==> src/rtl/persistencia_pkg.sv <==
`default_nettype none
// ============================================================================
// Module      : persistencia_pkg
// Description : Shared state type and default constants for the
//               temperature-alarm persistence qualifier.
// Revision    : 1.0 - initial release
// ============================================================================
package persistencia_pkg;

    typedef enum logic [1:0] {
        NORMAL = 2'd0,
        FRIO   = 2'd1,
        CALOR  = 2'd2
    } estado_t;

    localparam int N_ON_DEF   = 5;
    localparam int N_OFF_DEF  = 3;
    localparam int TEMP_W_DEF = 9;

endpackage
`default_nettype wire

==> src/rtl/persistencia_canal.sv <==
`default_nettype none
// ============================================================================
// Module      : persistencia_canal
// Description : Single-channel alarm FSM with persistence counters,
//               hysteresis exit and sticky alarm latches.
// Revision    : 1.0 - initial release
// ============================================================================
module persistencia_canal
    import persistencia_pkg::*;
#(
    parameter int TEMP_W = TEMP_W_DEF,
    parameter int N_ON   = N_ON_DEF,
    parameter int N_OFF  = N_OFF_DEF,
    parameter int CNT_W  = 4
) (
    input  logic              clk,
    input  logic              arst_n,
    input  logic              sample_valid,
    input  logic [TEMP_W-1:0] temp,
    input  logic [TEMP_W-1:0] umbral_bajo,
    input  logic [TEMP_W-1:0] umbral_alto,
    input  logic [TEMP_W-1:0] histeresis,
    input  logic              ack,
    output logic              alarma_baja,
    output logic              alarma_alta,
    output logic              latch_baja,
    output logic              latch_alta
);

    localparam logic [CNT_W-1:0] c_on  = CNT_W'(N_ON);
    localparam logic [CNT_W-1:0] c_off = CNT_W'(N_OFF);

    estado_t          r_estado;
    estado_t          w_estado_nx;
    logic [CNT_W-1:0] r_cnt_b;
    logic [CNT_W-1:0] r_cnt_a;
    logic [CNT_W-1:0] w_cnt_b_nx;
    logic [CNT_W-1:0] w_cnt_a_nx;
    logic             r_latch_b;
    logic             r_latch_a;
    logic             w_set_b;
    logic             w_set_a;

    // Exit comparisons use one extra bit so threshold+margin never wraps.
    logic [TEMP_W:0]  w_lim_bajo;
    logic [TEMP_W:0]  w_temp_h;
    logic             w_es_bajo;
    logic             w_es_alto;
    logic             w_sal_bajo;
    logic             w_sal_alto;

    assign w_lim_bajo = {1'b0, umbral_bajo} + {1'b0, histeresis};
    assign w_temp_h   = {1'b0, temp} + {1'b0, histeresis};
    assign w_es_bajo  = (temp < umbral_bajo);
    assign w_es_alto  = (temp > umbral_alto);
    assign w_sal_bajo = ({1'b0, temp} >= w_lim_bajo);
    assign w_sal_alto = (w_temp_h <= {1'b0, umbral_alto});

    function automatic logic [CNT_W-1:0] sat_inc(input logic [CNT_W-1:0] v,
                                                 input logic [CNT_W-1:0] lim);
        return (v >= lim) ? lim : v + CNT_W'(1);
    endfunction

    always_ff @(posedge clk or negedge arst_n) begin
        if (!arst_n) begin
            r_estado  <= NORMAL;
            r_cnt_b   <= '0;
            r_cnt_a   <= '0;
            r_latch_b <= 1'b0;
            r_latch_a <= 1'b0;
        end else begin
            r_estado  <= w_estado_nx;
            r_cnt_b   <= w_cnt_b_nx;
            r_cnt_a   <= w_cnt_a_nx;
            r_latch_b <= w_set_b | (r_latch_b & ~ack);
            r_latch_a <= w_set_a | (r_latch_a & ~ack);
        end
    end

    always_comb begin
        w_estado_nx = r_estado;
        w_cnt_b_nx  = r_cnt_b;
        w_cnt_a_nx  = r_cnt_a;
        w_set_b     = 1'b0;
        w_set_a     = 1'b0;
        if (sample_valid) begin
            case (r_estado)
                NORMAL: begin
                    w_cnt_b_nx = w_es_bajo ? sat_inc(r_cnt_b, c_on) : '0;
                    w_cnt_a_nx = w_es_alto ? sat_inc(r_cnt_a, c_on) : '0;
                    // Cold is checked first so misprogrammed thresholds favour FRIO.
                    if (w_es_bajo && (w_cnt_b_nx == c_on)) begin
                        w_estado_nx = FRIO;
                        w_cnt_b_nx  = '0;
                        w_cnt_a_nx  = '0;
                        w_set_b     = 1'b1;
                    end else if (w_es_alto && (w_cnt_a_nx == c_on)) begin
                        w_estado_nx = CALOR;
                        w_cnt_b_nx  = '0;
                        w_cnt_a_nx  = '0;
                        w_set_a     = 1'b1;
                    end
                end
                FRIO: begin
                    w_cnt_b_nx = w_sal_bajo ? sat_inc(r_cnt_b, c_off) : '0;
                    if (w_cnt_b_nx == c_off) begin
                        w_estado_nx = NORMAL;
                        w_cnt_b_nx  = '0;
                        w_cnt_a_nx  = '0;
                    end
                end
                CALOR: begin
                    w_cnt_a_nx = w_sal_alto ? sat_inc(r_cnt_a, c_off) : '0;
                    if (w_cnt_a_nx == c_off) begin
                        w_estado_nx = NORMAL;
                        w_cnt_b_nx  = '0;
                        w_cnt_a_nx  = '0;
                    end
                end
                default: begin
                    w_estado_nx = NORMAL;
                    w_cnt_b_nx  = '0;
                    w_cnt_a_nx  = '0;
                end
            endcase
        end
    end

    assign alarma_baja = (r_estado == FRIO);
    assign alarma_alta = (r_estado == CALOR);
    assign latch_baja  = r_latch_b;
    assign latch_alta  = r_latch_a;

endmodule
`default_nettype wire

==> src/rtl/persistencia_alarma_mc.sv <==
`default_nettype none
// ============================================================================
// Module      : persistencia_alarma_mc
// Description : Multi-channel temperature-alarm qualifier; one FSM per
//               channel plus a registered interrupt summarising all latches.
// Revision    : 1.0 - initial release
// ============================================================================
module persistencia_alarma_mc
    import persistencia_pkg::*;
#(
    parameter int NCH    = 4,
    parameter int TEMP_W = TEMP_W_DEF,
    parameter int N_ON   = N_ON_DEF,
    parameter int N_OFF  = N_OFF_DEF,
    parameter int CNT_W  = 4
) (
    input  logic                  clk,
    input  logic                  arst_n,
    input  logic [NCH-1:0]        sample_valid,
    input  logic [NCH*TEMP_W-1:0] temp,
    input  logic [TEMP_W-1:0]     umbral_bajo,
    input  logic [TEMP_W-1:0]     umbral_alto,
    input  logic [TEMP_W-1:0]     histeresis,
    input  logic [NCH-1:0]        ack,
    output logic [NCH-1:0]        alarma_baja,
    output logic [NCH-1:0]        alarma_alta,
    output logic [NCH-1:0]        latch_baja,
    output logic [NCH-1:0]        latch_alta,
    output logic                  irq
);

    logic r_irq;

    generate
        for (genvar i = 0; i < NCH; i++) begin : g_canal
            persistencia_canal #(
                .TEMP_W (TEMP_W),
                .N_ON   (N_ON),
                .N_OFF  (N_OFF),
                .CNT_W  (CNT_W)
            ) u_canal (
                .clk          (clk),
                .arst_n       (arst_n),
                .sample_valid (sample_valid[i]),
                .temp         (temp[i*TEMP_W +: TEMP_W]),
                .umbral_bajo  (umbral_bajo),
                .umbral_alto  (umbral_alto),
                .histeresis   (histeresis),
                .ack          (ack[i]),
                .alarma_baja  (alarma_baja[i]),
                .alarma_alta  (alarma_alta[i]),
                .latch_baja   (latch_baja[i]),
                .latch_alta   (latch_alta[i])
            );
        end
    endgenerate

    // Registered so the interrupt line is glitch-free, one cycle behind the latches.
    always_ff @(posedge clk or negedge arst_n) begin
        if (!arst_n) begin
            r_irq <= 1'b0;
        end else begin
            r_irq <= |{latch_baja, latch_alta};
        end
    end

    assign irq = r_irq;

endmodule
`default_nettype wire
==> config.mk <==
export PLATFORM = sky130hd
export DESIGN_NAME = persistencia_alarma_mc
export DESIGN_NICKNAME = d
export VERILOG_FILES = /design/src/rtl/persistencia_pkg.sv /design/src/rtl/persistencia_canal.sv /design/src/rtl/persistencia_alarma_mc.sv
export SDC_FILE = /design/constraint.sdc
export NUM_CORES = 1
export LEC_CHECK = 0
export ABC_AREA = 1
export CORE_ASPECT_RATIO = 1.25
export CORE_MARGIN = 2
export CORE_UTILIZATION = 63
export CTS_BUF_LIST = sky130_fd_sc_hd__clkbuf_4
export DETAILED_ROUTE_END_ITERATION = 12
export MAX_ROUTING_LAYER = met4
export PLACE_DENSITY_LB_ADDON = 0.3
export SLEW_MARGIN = 20
export SYNTH_ARGS = -nofsm -noshare
export SYNTH_HDL_FRONTEND = slang
export SYNTH_HIERARCHICAL = 1
export SYNTH_SLANG_ARGS = --single-unit
==> constraint.sdc <==
create_clock -name clk -period 4.2 [get_ports clk]
set_input_delay 0.42 -clock clk [delete_from_list [all_inputs] [get_ports clk]]
set_output_delay 0.42 -clock clk [all_outputs]
set_load 0.01 [all_outputs]
==> results of run 1 <==
stage by stage:
stage | area, um^2 | cells | setup slack (ps) | power, mW
final | 11500 | 1850 | 648 | 3.73
after global placement | 11500 | 1841 | 241 | 3.36
after global routing | 11500 | 1850 | 266 | 4.15
after detailed placement | 11500 | 1841 | 169 | 3.45
after floorplan | 10300 | 1530 | 1260 | 2.76
after CTS | 11500 | 1849 | 657 | 3.73
cells by family (layout without fill, tap and decap cells):
group | count (synthesis) | in the layout | share of synthesized area
AND/OR/NAND/NOR | 676 | 676 | 0.300
buffers and inverters | 311 | 414 | 0.114
adder cells (fa/ha/maj) | 244 | 244 | 0.303
AO/OA/AOI/OAI | 196 | 196 | 0.117
XOR/XNOR | 54 | 54 | 0.0461
flip-flops | 49 | 49 | 0.119
other | 0 | 1 | 0
synth_stat cells (all sizes together):
library cell,n,share of area
or4,1,0.00073
fa,8,0.016
nor3,19,0.011
buf,1,0.00049
or2,1,0.00061
dfrtp,49,0.12
a21oi,93,0.050
o2111ai,1,0.0015
a31oi,9,0.0061
nor4,4,0.0030
a21o,10,0.0073
ha,236,0.29
o21bai,7,0.0051
nand2,397,0.15
nor2,134,0.060
o21ai,62,0.033
o21a,6,0.0044
xor2,32,0.027
nand3,83,0.044
a211oi,3,0.0039
nand3b,9,0.0073
o211ai,2,0.0020
nand4,28,0.021
inv,303,0.11
a221oi,3,0.0032
xnor2,22,0.019
clkinv,7,0.0029
worst paths after layout:
kind                                          startpoint                       endpoint  slack [ps]  cells after the start
setup / recovery                           histeresis[0]  g_canal[1].u_canal/r_cnt_b[3]         650                     22
min in group clk           g_canal[3].u_canal/r_cnt_a[3]  g_canal[3].u_canal/r_cnt_a[3]         530                      2
max in group asynchronous                         arst_n  g_canal[3].u_canal/r_cnt_a[3]        3650                      2
hold / removal                                    arst_n  g_canal[1].u_canal/r_cnt_a[3]          40                      2
setup reg to reg           g_canal[3].u_canal/r_cnt_b[0]  g_canal[3].u_canal/r_cnt_b[0]        2140                     12
hold reg to reg            g_canal[3].u_canal/r_cnt_a[3]  g_canal[3].u_canal/r_cnt_a[3]         530                      2
area by class of cell:
type                            instances  area [um^2]
Timing Repair Buffer                   96          938
Clock buffer                            5         37.5
Inverter                              310         1170
Tap cell                              216          270
Sequential cell                        49         1230
Clock inverter                          3         25.0
Fill cell                            1344         4540
Antenna cell                            1         2.50
Multi-Input combinational cell       1170         7870
registers in the layout (all words and copies together), names as in the netlist:
register	count
g_canal.u_canal/r_estado	8
g_canal.u_canal/r_cnt_b	16
g_canal.u_canal/latch_baja	4
g_canal.u_canal/r_cnt_a	16
irq	1
g_canal.u_canal/latch_alta	4
worst register-to-register path: cells and delay by family, from the launching register on:
kind	cells	cell delay, ps
buf+inv	1	50
compound gates	2	450
simple gates	8	820
flops	1	470
fa+ha+maj	1	220
power by group through the flow:
stage	logic [mW]	clock network [mW]	registers [mW]
after floorplan	2.04	0	0.721
after global placement	2.61	0	0.752
after detailed placement	2.69	0	0.757
after CTS	2.71	0.272	0.747
after global routing	3.09	0.289	0.771
final	2.72	0.263	0.749
routing by layer:
metal | GRT usage | wire, um
met5 | - | 0
met4 | 0.119 | 994
met3 | 0.0326 | 993
met2 | 0.566 | 12900
met1 | 0.353 | 10900
==> results.txt, run 1 <==
----------------------------------------------------
[Status]
  Outcome ... finished, final reports clean

[Timing]
  Transition at the pin with the smallest max-transition slack ... 667 ps
  Final setup violation count ... 0
  Clock Skew ... 16.8 ps
  Sum of negative setup slack ... 0 ps
  Min Tclk post-route ... 3550 ps
  Fin crit share ... 0.846
  Hold violation total from the final report ... 0
  Final count of pins violating max slew ... 0
  Setup repair after global routing missed its margin ... false
  Worst hold margin ... 42.2 ps
  Max transition margin ... 0.555
  Max Freq ... 282 MHz

[Power and ir drop]
  Switching Fraction ... 0.537
  Worst vdd ir ... 0.238 mV
  Register share of total power ... 0.201
  Net switching power ... 2.00 mW
  Internal ... 1.73 mW
  Fraction of power consumed by the clock network ... 0.070
  Reported leakage power ... 6.48 nW
  Combinational group share of total power ... 0.729
  Power per unit of standard cell area ... 323 nW/um^2

[Yosys]
  Instance count of the mapped netlist ... 1530
  Synth Register Bits ... 49
  Synth Net Count ... 1847
  Netlist Area Pre-Place ... 10300 um^2
  Proportion of synthesized chip area in sequential cells ... 0.119
  Ys Warns ... 6
  Number of distinct library cells after synthesis ... 51
  Mean cell area of the mapped netlist ... 6.71 um^2

[Cells and area]
  Fraction of layout cells with a size suffix above 1 ... 0.0759
  Final core utilization ... 0.718
  Final Net Count ... 1949
  Syn-to-layout area delta ... 12.4%
  Leading cell types in the layout, fill and taps excluded ... sky130_fd_sc_hd__nand2_1, sky130_fd_sc_hd__inv_1, sky130_fd_sc_hd__ha_1, sky130_fd_sc_hd__nor2_1, sky130_fd_sc_hd__clkdlybuf4s50_1
  Most common cell after layout, fill and taps aside ... sky130_fd_sc_hd__nand2_1

[Floorplan]
  Num ports ... 90
  Row Count ... 52
  Initial Utilization ... 0.639
  Width of the chip ... 118 um
  Die Outline Area ... 17300 um^2
  Die Height ... 147 um
  Area of the core region ... 16100 um^2

[Routing]
  Length of the first detailed-routing pass in iterations ... 5
  Total vias in the final route ... 10000
  Drt first-iter violations ... 516
  Wire length per cell after detailed routing ... 13.9 um
  Total routed wirelength ... 25.8 mm
  Via density ... 5.41
  Remaining antenna violation count after routing ... 0
  DR DRC count ... 0

[Worst setup path]
  Worst Path Class, Setup ... input pin to flop
  Arrival time reported for the critical path endpoint ... 3900 ps
  Cell with the biggest individual delay on the critical path ... sky130_fd_sc_hd__clkdlybuf4s50_1
  Crit path max fanout ... 8
  Delay of the slowest critical-path stage ... 450 ps
  CP endpoint kind ... flop
  WP data required ... 4550 ps
  Count of buffer and inverter cells on the critical path ... 3
  Family of cells with the greatest summed delay on the critical path ... adder cells
  Kind of launch point of the worst setup path ... input pin
  Cell mode on critical path ... sky130_fd_sc_hd__nand2_1
  Critical-path cell list ... clkdlybuf4s50_1 -> buf_4 -> ha_1 -> inv_1 -> fa_1 -> o21ai_1 -> a21oi_1 -> o21ai_1 -> nand2_1 -> nand2_1 -> a21oi_1 -> xnor2_1 -> ha_1 -> nand3_1 -> nor2_1 -> nand2_1 -> nand2_2 -> nand4_2 -> o21ai_4 -> nand2_2 -> nand2_1 -> nand2_1

[Placement]
  Final RePlAce weighted congestion ... 0.964
  Total of buffers placed on input and output ports ... 89
  DPL Wire Length ... 21.5 mm

[Global routing]
  Total overflow reported by the global router ... 0
  Via count of the first global-routing pass ... 9540
  Aggregate global-route resource usage ... 0.313
  Global-route wire length before repair ... 43.0 mm
  Maximum number of pins on one net before global-route repair ... 50
  Number of antenna violations at the first check in global routing ... 1

[CTS]
  H-tree level count ... 2
  Clock Tree Buf Depth ... 2
  CTS tree ... done
  CTS Root Cell ... sky130_fd_sc_hd__clkbuf_4
  Hold buffer count at CTS ... 0
  Post-cts gate resize count ... 0
  Clock insertion delay at the later pin of the skew report ... 430 ps
  Inserted Clock Buffers ... 5
  Number of buffers inserted to repair setup after CTS ... 0
  Sinks on the clock net ... 49
  Clock-pin slew on the worst setup and hold paths ... 170 ps

[Worst hold path]
  Class of the tightest hold or removal check ... input pin to asynchronous set/reset pin

[Run]
  MaxCap Viol Count ... 0

----------------------------------------------------
(Power assumes the default switching activity.)
==> run 2, diff against run 1 <==
--- a/config.mk
+++ b/config.mk
@@ -8,7 +8,7 @@
 export ABC_AREA = 1
 export CORE_ASPECT_RATIO = 1.25
 export CORE_MARGIN = 2
-export CORE_UTILIZATION = 63
+export CORE_UTILIZATION = 56
 export CTS_BUF_LIST = sky130_fd_sc_hd__clkbuf_4
 export DETAILED_ROUTE_END_ITERATION = 12
 export MAX_ROUTING_LAYER = met4
==> constraint.sdc (replaced) <==
create_clock -name clk -period 2.95 [get_ports clk]
set_input_delay 0.295 -clock clk [delete_from_list [all_inputs] [get_ports clk]]
set_output_delay 0.295 -clock clk [all_outputs]
set_load 0.01 [all_outputs]
==> results.txt, run 2 (synthesis gave the netlist of run 1 again) <==
----------------------------------------------------
[Timing]
  Clock Skew ... 24.5 ps (+7.74 ps)
  Fin crit share ... 0.994
  Final count of pins violating max slew ... 0 (unchanged)
  Max Freq ... 341 MHz
  Max transition margin ... 0.538 (-0.0168)
  Sum of negative setup slack ... 0 ps (unchanged)
  Transition at the pin with the smallest max-transition slack ... 688 ps (+21.0 ps)
  Hold violation total from the final report ... 0 (unchanged)
  Final setup violation count ... 0 (unchanged)
  Min Tclk post-route ... 2930 ps

[Power and ir drop]
  Reported leakage power ... 7.59 nW (+17%)
  Power per unit of standard cell area ... 437 nW/um^2 (+35%)
  Worst vdd ir ... 0.390 mV (+64%)

[Floorplan]
  Initial Utilization ... 0.569 (-0.0694)
  Width of the chip ... 125 um (+5.9%)
  Row Count ... 55 (+5.8%)
  Die Height ... 155 um (+5.9%)
  Area of the core region ... 18000 um^2 (+12%)
  Die Outline Area ... 19400 um^2 (+12%)
  Num ports ... 90 (unchanged)

[Cells and area]
  Syn-to-layout area delta ... 34.3%
  Biggest regs ... g_canal.u_canal/r_cnt_a: 16 flops, g_canal.u_canal/r_cnt_b: 16 flops, g_canal.u_canal/r_estado: 8 flops
  Final Net Count ... 2138 (+9.7%)
  Leading cell types in the layout, fill and taps excluded ... sky130_fd_sc_hd__nand2_1, sky130_fd_sc_hd__inv_1, sky130_fd_sc_hd__ha_1, sky130_fd_sc_hd__buf_4, sky130_fd_sc_hd__nor2_1
  Most common cell after layout, fill and taps aside ... sky130_fd_sc_hd__nand2_1
  Fraction of layout cells with a size suffix above 1 ... 0.234 (+0.158)
  Cell area after layout ... 13800 um^2 (+20%)

[Status]
  Outcome ... finished, final reports clean

[Worst setup path]
  Count of buffer and inverter cells on the critical path ... 4 (+1)
  Family of cells with the greatest summed delay on the critical path ... adder cells
  Arrival time reported for the critical path endpoint ... 3270 ps (-630 ps)
  Cell mode on critical path ... sky130_fd_sc_hd__nand2_1
  Delay of the slowest critical-path stage ... 400 ps (-50 ps)
  Worst Path Class, Setup ... input pin to flop
  Crit path max fanout ... 6 (-2)
  Cell with the biggest individual delay on the critical path ... sky130_fd_sc_hd__fa_2
  WP data required ... 3290 ps (-1260 ps)
  Kind of launch point of the worst setup path ... input pin
  CP endpoint kind ... flop
  Critical-path cell list ... dlygate4sd2_1 -> ha_4 -> inv_2 -> fa_2 -> o21ai_2 -> a21oi_2 -> o21ai_2 -> xor2_1 -> inv_1 -> ha_1 -> nand2_2 -> inv_1 -> nand2_1 -> nand2_1 -> nand2_1 -> nand2_1 -> nand2_2 -> nand4_4 -> o21ai_4 -> nand2_2 -> nand2_1 -> nand2_1

[CTS]
  Clock insertion delay at the later pin of the skew report ... 440 ps (about the same)
  H-tree level count ... 2 (unchanged)
  Sinks on the clock net ... 49 (unchanged)
  CTS tree ... done
  Inserted Clock Buffers ... 5 (unchanged)
  CTS Root Cell ... sky130_fd_sc_hd__clkbuf_4
  Clock Tree Buf Depth ... 2 (unchanged)
  Clock-pin slew on the worst setup and hold paths ... 190 ps (+20 ps)

[Routing]
  Via density ... 5.44 (+0.46%)
  Length of the first detailed-routing pass in iterations ... 5 (unchanged)
  Drt first-iter violations ... 683 (+32%)
  Total routed wirelength ... 31.7 mm (+23%)
  DR DRC count ... 0 (unchanged)
  Total vias in the final route ... 11200 (+11%)
  Remaining antenna violation count after routing ... 0 (unchanged)
  Wire length per cell after detailed routing ... 15.4 um (+11%)

[Placement]
  Total placed instance area ... 12800 um^2 (+11%)
  DPL Wire Length ... 23.7 mm (+10%)
  Total of buffers placed on input and output ports ... 89 (unchanged)
  Final RePlAce weighted congestion ... 0.937 (-2.8%)

[Global routing]
  Maximum number of pins on one net before global-route repair ... 36 (-28%)
  Total overflow reported by the global router ... 0 (unchanged)
  Aggregate global-route resource usage ... 0.309 (-0.00373)
  Via count of the first global-routing pass ... 10700 (+12%)
  Number of antenna violations at the first check in global routing ... 1 (unchanged)
  Global-route wire length before repair ... 47.9 mm (+12%)

[Run]
  MaxCap Viol Count ... 0 (unchanged)

[Worst hold path]
  Class of the tightest hold or removal check ... input pin to asynchronous set/reset pin

----------------------------------------------------
run 2: changes by cell type in the layout (fill, tap and decap cells not counted), sizes merged, moves of 2 or more:
cell	change
clkdlybuf4s50	-22
dlymetal6s2s	+15
clkbuf	+4
inv	-2
dlygate4sd2	+2
buf	+189
run 2: worst paths after layout:
path                                                     from                             to  slack, ps  cells after the start
worst max-delay path                                  temp[9]  g_canal[1].u_canal/r_cnt_b[1]         20                     22
worst min register to register  g_canal[3].u_canal/r_cnt_a[3]  g_canal[3].u_canal/r_cnt_a[3]        510                      2
max in group asynchronous                              arst_n  g_canal[3].u_canal/latch_alta       1820                      3
min in group clk                                       ack[3]  g_canal[3].u_canal/latch_alta        430                      2
worst min-delay path                                   arst_n  g_canal[1].u_canal/r_cnt_a[2]        280                      2
worst max register to register  g_canal[1].u_canal/r_cnt_b[0]  g_canal[1].u_canal/r_cnt_a[3]        870                     10
run 2: what timing repair did:
item	4_1_cts	5_1_grt
setup endpoints to repair	40	40
resized for setup	39	138
pin swaps	16	87
buffers inserted	8	18
hold buffers	1	0
hold endpoints to repair	14	0
run 2: routing by layer:
metal  part of all wire  track usage
met2               0.48        0.531
met4              0.064        0.154
met3              0.048       0.0347
met1               0.41        0.359
met5                  0            -
run 2: layout make-up:
cell class	count	area, um^2
Antenna cell	1	2.50
Clock buffer	6	45.0
Clock inverter	2	15.0
Fill cell	1288	4250
Inverter	310	1170
Multi-Input combinational cell	1170	8530
Sequential cell	49	1230
Tap cell	228	285
Timing Repair Buffer	285	2510
run 2: where the power goes:
part	internal (mW)	leakage, nW	total [mW]	switching, mW
clock	0.102	0.0279	0.366	0.264
sequential	0.848	0.667	1.06	0.212
combinational	1.92	6.90	4.60	2.68
total	2.87	7.59	6.03	3.15
run 2: metrics by stage:
stage | power, mW | setup slack (ps) | utilization | instances | hold slack, ps
CTS | 5.66 | 0.425 | 0.722 | 2032 | 274
detailed placement | 5.21 | -819 | 0.708 | 2015 | 244
finish | 6.03 | 18.5 | 0.765 | 2051 | 283
global route | 6.65 | -107 | 0.765 | 2051 | 292
floorplan | 3.93 | 134 | - | 1530 | -0.591
global placement | 5.07 | -766 | 0.708 | 2015 | 240
